[src/rtl/period_seq_8bit.sv]
// Period-table sequencer: steps through a small table of 8-bit periods, issuing
// a load then re_load strobe per entry and advancing on the counter stage's tc.
module period_seq_8bit #(
    parameter int unsigned DEPTH = 4,
    parameter int unsigned AW    = 2
) (
    input  logic          clk,
    input  logic          rst,
    input  logic          wr_en,
    input  logic [AW-1:0] wr_addr,
    input  logic [7:0]    wr_data,
    input  logic [AW-1:0] last_idx,
    input  logic          loop_en,
    input  logic          start,
    input  logic          stop,
    input  logic          tc_in,
    output logic [7:0]    data_out,
    output logic          load,
    output logic          re_load,
    output logic          busy,
    output logic [AW-1:0] seq_idx,
    output logic          done
);

    localparam int unsigned DW = 8;
    localparam logic [AW-1:0] IDX0 = '0;

    typedef enum logic [1:0] {
        S_IDLE = 2'd0,
        S_LOAD = 2'd1,
        S_ARM  = 2'd2,
        S_RUN  = 2'd3
    } state_t;

    state_t        r_state;
    state_t        w_state_nxt;
    logic [DW-1:0] r_table [DEPTH];
    logic [AW-1:0] r_idx;
    logic [AW-1:0] w_idx_nxt;
    logic [AW-1:0] w_idx_inc;
    logic [AW-1:0] r_last_idx;
    logic [AW-1:0] w_last_idx_nxt;
    logic          r_loop_en;
    logic          w_loop_en_nxt;
    logic [DW-1:0] r_data;
    logic [DW-1:0] w_data_nxt;
    logic          r_load;
    logic          r_re_load;
    logic          r_busy;
    logic          r_done;
    logic          w_done_nxt;

    // Period table; reads in the same cycle see the pre-write contents
    always_ff @(posedge clk) begin
        if (rst) begin
            for (int i = 0; i < int'(DEPTH); i++) begin
                r_table[i] <= '0;
            end
        end else if (wr_en) begin
            r_table[wr_addr] <= wr_data;
        end
    end

    // Next-state and next-output logic
    always_comb begin
        w_state_nxt    = r_state;
        w_idx_nxt      = r_idx;
        w_last_idx_nxt = r_last_idx;
        w_loop_en_nxt  = r_loop_en;
        w_data_nxt     = r_data;
        w_done_nxt     = 1'b0;
        w_idx_inc      = r_idx + AW'(1);

        case (r_state)
            S_IDLE: begin
                if (start && !stop) begin
                    w_state_nxt    = S_LOAD;
                    w_last_idx_nxt = last_idx;
                    w_loop_en_nxt  = loop_en;
                    w_idx_nxt      = IDX0;
                    w_data_nxt     = r_table[IDX0];
                end
            end
            S_LOAD: begin
                w_state_nxt = stop ? S_IDLE : S_ARM;
            end
            S_ARM: begin
                w_state_nxt = stop ? S_IDLE : S_RUN;
            end
            S_RUN: begin
                if (stop) begin
                    w_state_nxt = S_IDLE;
                end else if (tc_in) begin
                    if (r_idx < r_last_idx) begin
                        w_state_nxt = S_LOAD;
                        w_idx_nxt   = w_idx_inc;
                        w_data_nxt  = r_table[w_idx_inc];
                    end else if (r_loop_en) begin
                        w_state_nxt = S_LOAD;
                        w_idx_nxt   = IDX0;
                        w_data_nxt  = r_table[IDX0];
                    end else begin
                        w_state_nxt = S_IDLE;
                        w_done_nxt  = 1'b1;
                    end
                end
            end
            default: begin
                w_state_nxt = S_IDLE;
            end
        endcase
    end

    // State and registered outputs; strobes are decoded from the next state
    always_ff @(posedge clk) begin
        if (rst) begin
            r_state    <= S_IDLE;
            r_idx      <= '0;
            r_last_idx <= '0;
            r_loop_en  <= 1'b0;
            r_data     <= '0;
            r_load     <= 1'b0;
            r_re_load  <= 1'b0;
            r_busy     <= 1'b0;
            r_done     <= 1'b0;
        end else begin
            r_state    <= w_state_nxt;
            r_idx      <= w_idx_nxt;
            r_last_idx <= w_last_idx_nxt;
            r_loop_en  <= w_loop_en_nxt;
            r_data     <= w_data_nxt;
            r_load     <= (w_state_nxt == S_LOAD);
            r_re_load  <= (w_state_nxt == S_ARM);
            r_busy     <= (w_state_nxt != S_IDLE);
            r_done     <= w_done_nxt;
        end
    end

    assign data_out = r_data;
    assign load     = r_load;
    assign re_load  = r_re_load;
    assign busy     = r_busy;
    assign seq_idx  = r_idx;
    assign done     = r_done;

endmodule

[config.mk]
export PLATFORM = sky130hd
export DESIGN_NAME = period_seq_8bit
export DESIGN_NICKNAME = d
export VERILOG_FILES = /design/src/rtl/period_seq_8bit.sv
export SDC_FILE = /design/constraint.sdc
export NUM_CORES = 1
export LEC_CHECK = 0
export BUFFER_PORTS_ARGS = -buffer_cell sky130_fd_sc_hd__buf_2
export CAP_MARGIN = 25
export CORE_MARGIN = 2
export CORE_UTILIZATION = 25
export CTS_BUF_LIST = sky130_fd_sc_hd__clkbuf_4 sky130_fd_sc_hd__clkbuf_8
export DETAILED_ROUTE_END_ITERATION = 10
export PLACE_DENSITY_LB_ADDON = 0.15
export SYNTH_ARGS = -nofsm -noshare
export SYNTH_HDL_FRONTEND = slang
export SYNTH_SLANG_ARGS = --single-unit
[constraint.sdc]
create_clock -name clk -period 3.7 [get_ports clk]
set_input_delay 0 -clock clk [delete_from_list [all_inputs] [get_ports clk]]
set_output_delay 0 -clock clk [all_outputs]
set_load 0.03 [all_outputs]
==> qor.tcl, run 1 <==
set qor(clock_sink_count) 51
set qor(drt-total-wl_um) 5390
set qor(finalMaxSlewViolations) 0
set qor(netlist_area_mm2) 0.00243
set qor(post-route-period-util_pct) 56.9
set qor(wire_per_inst_um) 14.0
set qor(cp.required_ns) 3.92
set qor(via_per_inst) 4.22
set qor(cts_setup_buffers) 0
set qor(clk_latency_ns) 0.31
set qor(synth_cells) 213
set qor(final.fill_count) 1024
set qor(synth_nets) 233
set qor(ctsHoldBuffers) 5
set qor(initial_core_util_pct) 25.4
set qor(cts_inserted_buffers) 5
set qor(critPathMaxFanout) 9
set qor(synth-compound-area-share_pct) 10.6
set qor(cts_tree) {built}
set qor(ir_worst_vdd_mv) 0.144
set qor(status) {finished, final reports clean}
set qor(final_nets) 270
set qor(postRouteAntennaNets) 0
set qor(synth_top_family_by_area) {simple AND/OR/NAND/NOR gates}
set qor(hp-class) {primary input to register}
set qor(first_pass_grt_wire_length_um) 8840
set qor(ant_diodes) 0
set qor(power.leakage_uw) 0.00104
set qor(grt-ovfl-total) 0
set qor(drt_pass1_iterations) 4
set qor(post_synth_mux_area_share_pct) 6.58
set qor(number_of_global_route_vias_before_repair) 1627
set qor(synth-edff-count) 32
set qor(drt_iter0_markers) 80
set qor(post_synth_xor_area_fraction_pct) 0
set qor(netlist.top_cell.by_area) {sky130_fd_sc_hd__edfxtp_1}
set qor(clock_path_buffers) 2
set qor(drcViolationCount) 0
set qor(cts_root_buf) {sky130_fd_sc_hd__clkbuf_8}
set qor(final.min_clock_period_ns) 2.11
set qor(report.final.setup_viol) 0
set qor(rsz0062_at_grt) {false}
set qor(fin_tns_setup_ns) 0
set qor(max_slew.worst_pin.slew_ns) 0.968
set qor(synth_seq_cells) 51
set qor(dp_hpwl_um) 4020
set qor(final_weighted_congestion_in_routability_driven_placement) 0.782
set qor(io_buffer_count) 32
set qor(most_common_cell_after_layout_fill_and_taps_aside) {sky130_fd_sc_hd__and2_1}
set qor(criticalPathCategory) {register to register}
set qor(fp.dieArea_mm2) 0.0105
set qor(grt_start_max_net_pins) 23
set qor(yosysTopAreaCellShare_pct) 39.5
set qor(post_cts.resized_instances) 0
set qor(syn2layout_area_growth_pct) 18.7
set qor(die_height_um) 103
set qor(report.final.hold_viol_count) 0
set qor(grt_antenna_before_repair) 0
set qor(floorplan.core_area_mm2) 0.00959
set qor(ys_dominant_reg_cell) {sky130_fd_sc_hd__edfxtp_1}
set qor(hold-worst-slack_ns) 0.00187
set qor(die_x_extent_um) 103
set qor(synth-seq-area-share_pct) 55.1
set qor(yosys-top-cells-area) {sky130_fd_sc_hd__edfxtp_1, sky130_fd_sc_hd__dfxtp_1, sky130_fd_sc_hd__and2_1}
set qor(timing.critical_path.arrival_ns) 2.33
set qor(max_slew_margin_pct) 35.3
set qor(synth.distinct_cells) 41
set qor(cts.htree.levels) 2
set qor(global_route.usage.total_pct) 11.1
set qor(mostFrequentLayoutCells) {sky130_fd_sc_hd__and2_1, sky130_fd_sc_hd__buf_2, sky130_fd_sc_hd__edfxtp_1}
set qor(cp-start-kind) {register}
set qor(fmax_mhz) 475
set qor(io_pins) 33
set qor(cellPowerDensity_mw_per_mm2) 402
set qor(synth-async-reset-ratio_pct) 0
set qor(setup.worst_path.end_class) {register}
set qor(ys.warnings.count) 0
set qor(cap_viol_max_count) 0
set qor(syn-mean-instance-area_um2) 11.4
set qor(drive_above_1_share_pct) 20.7
set qor(worst_setup_hold_path_clk_slew_ns) 0.10
set qor(worst_case_clock_skew_ns) 0.00862
set qor(detailroute.via_count) 1622
set qor(synth-simple-area-share_pct) 24.5
set qor(core.rowCount) 36
set qor(synth_fa_ha_area_share_pct) 0.514
-- cell families after synthesis --
logic type,after synthesis
buf+inv,14
simple gates,99
compound gates,32
flops,51
fa+ha+maj,1
mux,16
-- cell type report --
class	instances	area (um2)	area share (%)
Sequential cell	51	1340	46.4
Clock inverter	1	30.0	1.04
Tap cell	133	166	5.76
Clock buffer	7	83.8	2.90
Inverter	6	22.5	0.780
Multi-Input combinational cell	148	1030	35.5
Timing Repair Buffer	38	218	7.54
-- routing by layer --
metal | global-route usage, % | wire length, um
met2 | 17.3 | 2370
met3 | 2.85 | 206
met5 | 0 | 0
met4 | 3.59 | 79
met1 | 15.1 | 2730
-- metrics by stage --
stage / instance area (um2) / power, uW / setup slack (ns) / cells / util [%]
detailed placement: 2720 / 773 / 1.59 / 371 / 28.4
floorplan: 2430 / 730 / 1.97 / 213 / -
global placement: 2720 / 773 / 1.60 / 371 / 28.4
global route: 2890 / 1210 / 1.45 / 384 / 30.1
finish: 2890 / 1160 / 1.59 / 384 / 30.1
CTS: 2890 / 1180 / 1.56 / 384 / 30.1
-- critical path, cell delays in order (launching register included) --
cell and delay (ns):
sky130_fd_sc_hd__dfxtp_1 0.32, sky130_fd_sc_hd__inv_1 0.04, sky130_fd_sc_hd__ha_1 0.33, sky130_fd_sc_hd__a211oi_2 0.81
sky130_fd_sc_hd__o211ai_1 0.23, sky130_fd_sc_hd__a221oi_2 0.30
-- power by group --
part	internal, uW	switching, uW
registers	640	12.8
logic	41.3	66.0
clock network	217	185
total	898	263
-- synth_stat cells, types with 2 or more instances --
library cell and number:
sky130_fd_sc_hd__and2_1 33, sky130_fd_sc_hd__edfxtp_1 32, sky130_fd_sc_hd__nand2_1 25, sky130_fd_sc_hd__dfxtp_1 19
sky130_fd_sc_hd__mux2i_1 16, sky130_fd_sc_hd__a21oi_1 13, sky130_fd_sc_hd__nand2b_1 10, sky130_fd_sc_hd__nand3b_1 8
sky130_fd_sc_hd__o32ai_1 7, sky130_fd_sc_hd__clkbuf_1 4, sky130_fd_sc_hd__inv_1 4, sky130_fd_sc_hd__nand3_1 4
sky130_fd_sc_hd__nor2_1 4, sky130_fd_sc_hd__and3_1 2, sky130_fd_sc_hd__buf_2 2, sky130_fd_sc_hd__clkinv_1 2
sky130_fd_sc_hd__nor3b_1 2, sky130_fd_sc_hd__o21ai_0 2, sky130_fd_sc_hd__or2_1 2
-- flip-flops by register name (all words and copies together), names as in the netlist --
| signal | count |
|---|---|
| busy | 1 |
| data_out | 8 |
| done | 1 |
| load | 1 |
| r_last_idx | 2 |
| r_loop_en | 1 |
| r_state | 2 |
| r_table | 32 |
| re_load | 1 |
| seq_idx | 2 |
-- path summary, 6_finish.rpt --
kind / endpoint / from / slack, ns / cells after the start
setup / recovery: seq_idx[1]$_SDFFE_PP0P_ / r_last_idx[1]$_SDFFE_PP0P_ / 1.59 / 5
hold / removal: r_table[2][6]$_SDFFCE_PN0P_ / wr_data[6] / 0.002 / 2
setup reg to reg: seq_idx[1]$_SDFFE_PP0P_ / r_last_idx[1]$_SDFFE_PP0P_ / 1.59 / 5
hold reg to reg: r_loop_en$_SDFFE_PP0P_ / r_loop_en$_SDFFE_PP0P_ / 0.48 / 2
No activity file was read; power rests on OpenSTA's default activity.
==> run 2, diff against run 1 <==
==> constraint.sdc (replaced) <==
create_clock -name clk -period 1.7 [get_ports clk]
set_input_delay 0 -clock clk [delete_from_list [all_inputs] [get_ports clk]]
set_output_delay 0 -clock clk [all_outputs]
set_load 0.03 [all_outputs]
==> run 2 against run 1 <==
- global-route usage shrank 0.13 points
- highest routed layer unchanged
- total power grew 110%
- hold slack gained 0.0088 ns
- fmax grew 28%
- critical endpoint is now data_out[2]$_SDFFE_PP0P_
- first-iteration DRC count grew 20%
- final cell count grew 2.9%
- largest power group unchanged
- clock skew shrank 0.0018 ns
- largest cell class unchanged
- sequential share of layout area shrank 1.4 points
- critical path depth grew 1
- routed wire length shrank 0.32%
- clock power grew 78%
==> qor.tcl, run 2 (synthesis results as in run 1) <==
set qor(status) {finished, final reports clean}
set qor(worst_r2r_endpoint) {data_out[2]$_SDFFE_PP0P_}
set qor(largest_reg_flops) 32 ;# unchanged
set qor(worst_case_clock_skew_ns) 0.00685 ;# -0.00177 ns
set qor(clk_latency_ns) 0.31 ;# about the same
set qor(finalMaxSlewViolations) 0 ;# unchanged
set qor(rsz0062_at_grt) {false}
set qor(drt_iter0_markers) 96 ;# +20%
set qor(report.final.hold_viol_count) 0 ;# unchanged
set qor(fp.dieArea_mm2) 0.0105 ;# unchanged
set qor(cp-start-kind) {register}
set qor(cp_top_family) {compound AO/OA/AOI/OAI gates}
set qor(die_x_extent_um) 103 ;# unchanged
set qor(clock_path_buffers) 2 ;# unchanged
set qor(via_per_inst) 4.10 ;# -2.8%
set qor(timing.reg2reg.worst_path_depth) 6 ;# +1
set qor(crit_chain) {inv_2 -> ha_4 -> or3b_4 -> a21boi_4 -> o21ai_4 -> o32ai_1}
set qor(hp-class) {primary input to register}
set qor(wire_per_inst_um) 13.6 ;# -3.1%
set qor(initial_core_util_pct) 25.4 ;# unchanged
set qor(critPathMaxFanout) 9 ;# unchanged
set qor(ir_worst_vdd_mv) 0.331 ;# +130%
set qor(core.rowCount) 36 ;# unchanged
set qor(final.min_clock_period_ns) 1.64 ;# -0.464 ns
set qor(final.fill_count) 1002 ;# -2.1%
set qor(cp.required_ns) 1.91 ;# -2.01 ns
set qor(fin_tns_setup_ns) 0 ;# unchanged
set qor(crit_path_top_delay_cell) {sky130_fd_sc_hd__or3b_4}
set qor(share_seq_of_total_power_pct) 59.5 ;# +3.4 points
set qor(fmax_mhz) 609 ;# +28%
set qor(power.clock.fraction_pct) 29.9 ;# -4.7 points
set qor(timing.critical_path.arrival_ns) 1.86 ;# -0.47 ns
set qor(largest_register) {r_table}
set qor(p_comb_share_pct) 10.6 ;# +1.4 points
set qor(cts_tree) {built}
set qor(mostFrequentLayoutCells) {sky130_fd_sc_hd__and2_1, sky130_fd_sc_hd__buf_2, sky130_fd_sc_hd__edfxtp_1}
set qor(worstHoldStart) {wr_data[3]}
set qor(cts_inserted_buffers) 5 ;# unchanged
set qor(instances_no_fill) 395 ;# +2.9%
set qor(post-route-period-util_pct) 96.6 ;# +40 points
set qor(crit-reg2reg-launch) {r_last_idx[1]$_SDFFE_PP0P_}
set qor(drive_above_1_share_pct) 26.7 ;# +6.0 points
set qor(drcViolationCount) 0 ;# unchanged
set qor(postRouteAntennaNets) 0 ;# unchanged
set qor(max_slew.worst_pin.slew_ns) 0.429 ;# -0.539 ns
set qor(io_buffer_count) 32 ;# unchanged
set qor(final_nets) 281 ;# +4.1%
set qor(power_internal_uw) 1790 ;# +99%
set qor(cts_root_buf) {sky130_fd_sc_hd__clkbuf_8}
set qor(max_slew_margin_pct) 71.0 ;# +36 points
set qor(report.final.setup_viol) 0 ;# unchanged
set qor(power_uw) 2390 ;# +110%
set qor(crit_buf_inv) 1 ;# unchanged
set qor(criticalPathCategory) {register to register}
set qor(worst_slack_after_detailed_placement_ns) 0.0643 ;# -1.53 ns
set qor(drt_pass1_iterations) 4 ;# unchanged
set qor(clock_sink_count) 51 ;# unchanged
set qor(number_of_global_route_vias_before_repair) 1673 ;# +2.8%
set qor(cts.htree.levels) 2 ;# unchanged
set qor(global_route.usage.total_pct) 11.0 ;# -0.13 points
set qor(net_switching_share_of_the_total_power_pct) 25.3 ;# +2.6 points
set qor(drt-total-wl_um) 5370 ;# -0.32%
set qor(dp_hpwl_um) 4000 ;# -0.52%
set qor(first_pass_grt_wire_length_um) 8980 ;# +1.6%
set qor(detailroute.via_count) 1621 ;# -0.062%
set qor(power.leakage_uw) 0.00108 ;# +4.1%
set qor(crit_path_start) {r_last_idx[1]$_SDFFE_PP0P_}
set qor(net-switching-power_uw) 604 ;# +130%
set qor(crit_path_max_incr_delay_ns) 0.39 ;# -0.42 ns
set qor(final_weighted_congestion_in_routability_driven_placement) 0.753 ;# -3.8%
set qor(number_of_placed_cells_counting_well_taps) 381 ;# +2.7%
set qor(most_common_cell_after_layout_fill_and_taps_aside) {sky130_fd_sc_hd__and2_1}
set qor(grt-ovfl-total) 0 ;# unchanged
set qor(floorplan.core_area_mm2) 0.00959 ;# unchanged
set qor(postLayoutSetupSlackWorst_ns) 0.0573 ;# -1.54 ns
set qor(hold_end) {r_table[2][3]$_SDFFCE_PN0P_}
set qor(io_pins) 33 ;# unchanged
set qor(whs_path_depth) 2 ;# unchanged
set qor(ant_diodes) 0 ;# unchanged
set qor(cellPowerDensity_mw_per_mm2) 801 ;# +99%
set qor(worst_setup_hold_path_clk_slew_ns) 0.10 ;# about the same
set qor(setup.worst_path.end_class) {register}
set qor(worst-r2r-setup-slack_ns) 0.06 ;# -1.54 ns
set qor(cap_viol_max_count) 0 ;# unchanged
set qor(syn2layout_area_growth_pct) 22.6
set qor(grt_start_max_net_pins) 19 ;# -17%
set qor(die_height_um) 103 ;# unchanged
set qor(grt_antenna_before_repair) 0 ;# unchanged
## run 2: cell types whose count changed in the layout (fill, tap and decap cells not counted), sizes merged
cell,change
clkinvlp,+1
clkinv,+2
buf,+11
clkbuf,-2
bufinv,-1
## run 2: how the worst max path moves through the flow
stage | cells past startpoint | slack [ns] | to
floorplan | 5 | 0.08 | seq_idx[1]$_SDFFE_PP0P_
global route | 5 | 0.001 | data_out[1]$_SDFFE_PP0P_
CTS | 6 | 0.04 | data_out[1]$_SDFFE_PP0P_
detailed placement | 6 | 0.06 | data_out[1]$_SDFFE_PP0P_
finish | 6 | 0.06 | data_out[2]$_SDFFE_PP0P_
global placement | 6 | 0.10 | data_out[2]$_SDFFE_PP0P_
## run 2: per-layer routing
metal / share of wire (%) / vias to the layer above / track usage (%)
li1: - / 857 / -
met4: 1.2 / 0 / 3.08
met2: 45 / 20 / 17.2
met5: 0 / - / 0
met3: 3.7 / 4 / 2.37
met1: 50 / 740 / 15.3
## run 2: worst reg2reg max path, stage by stage, from the launching register on
cell	delay (ns)
sky130_fd_sc_hd__dfxtp_2	0.33
sky130_fd_sc_hd__inv_2	0.04
sky130_fd_sc_hd__ha_4	0.16
sky130_fd_sc_hd__or3b_4	0.39
sky130_fd_sc_hd__a21boi_4	0.21
sky130_fd_sc_hd__o21ai_4	0.13
sky130_fd_sc_hd__o32ai_1	0.30
## run 2: power groups by stage
stage / Combinational [uW] / Clock [uW] / Sequential [uW]
detailed placement: 243 / 0 / 1450
global placement: 240 / 0 / 1450
floorplan: 122 / 0 / 1470
finish: 253 / 715 / 1420
CTS: 252 / 748 / 1420
global route: 283 / 796 / 1430
## run 2: per-stage QoR
stage          hold slack [ns]  cell area, um2  utilization [%]
2_1_floorplan           0.0770            2440                -
3_3_place_gp             0.243            2800             29.2
3_5_place_dp             0.232            2800             29.2
4_1_cts                0.00675            2940             30.7
5_1_grt                 0.0172            2980             31.1
6_report                0.0107            2980             31.1
## run 2: final cells by class
cell class,instances,area [um2],area share [%]
flip-flops and latches,51,1340,45.1
repair buffers,49,300,10.1
well taps,133,166,5.58
clock buffers,5,68.8,2.31
inverters,6,22.5,0.755
clock inverters,3,20.0,0.671
multi-input cells,148,1060,35.6
## run 2: what timing repair did
item                                    in CTS  in global routing
hold buffers                                 5                  0
resized for setup                            0                  7
endpoints found under the setup margin       0                  8
buffers inserted                             0                  1
hold endpoints to repair                     5                  0
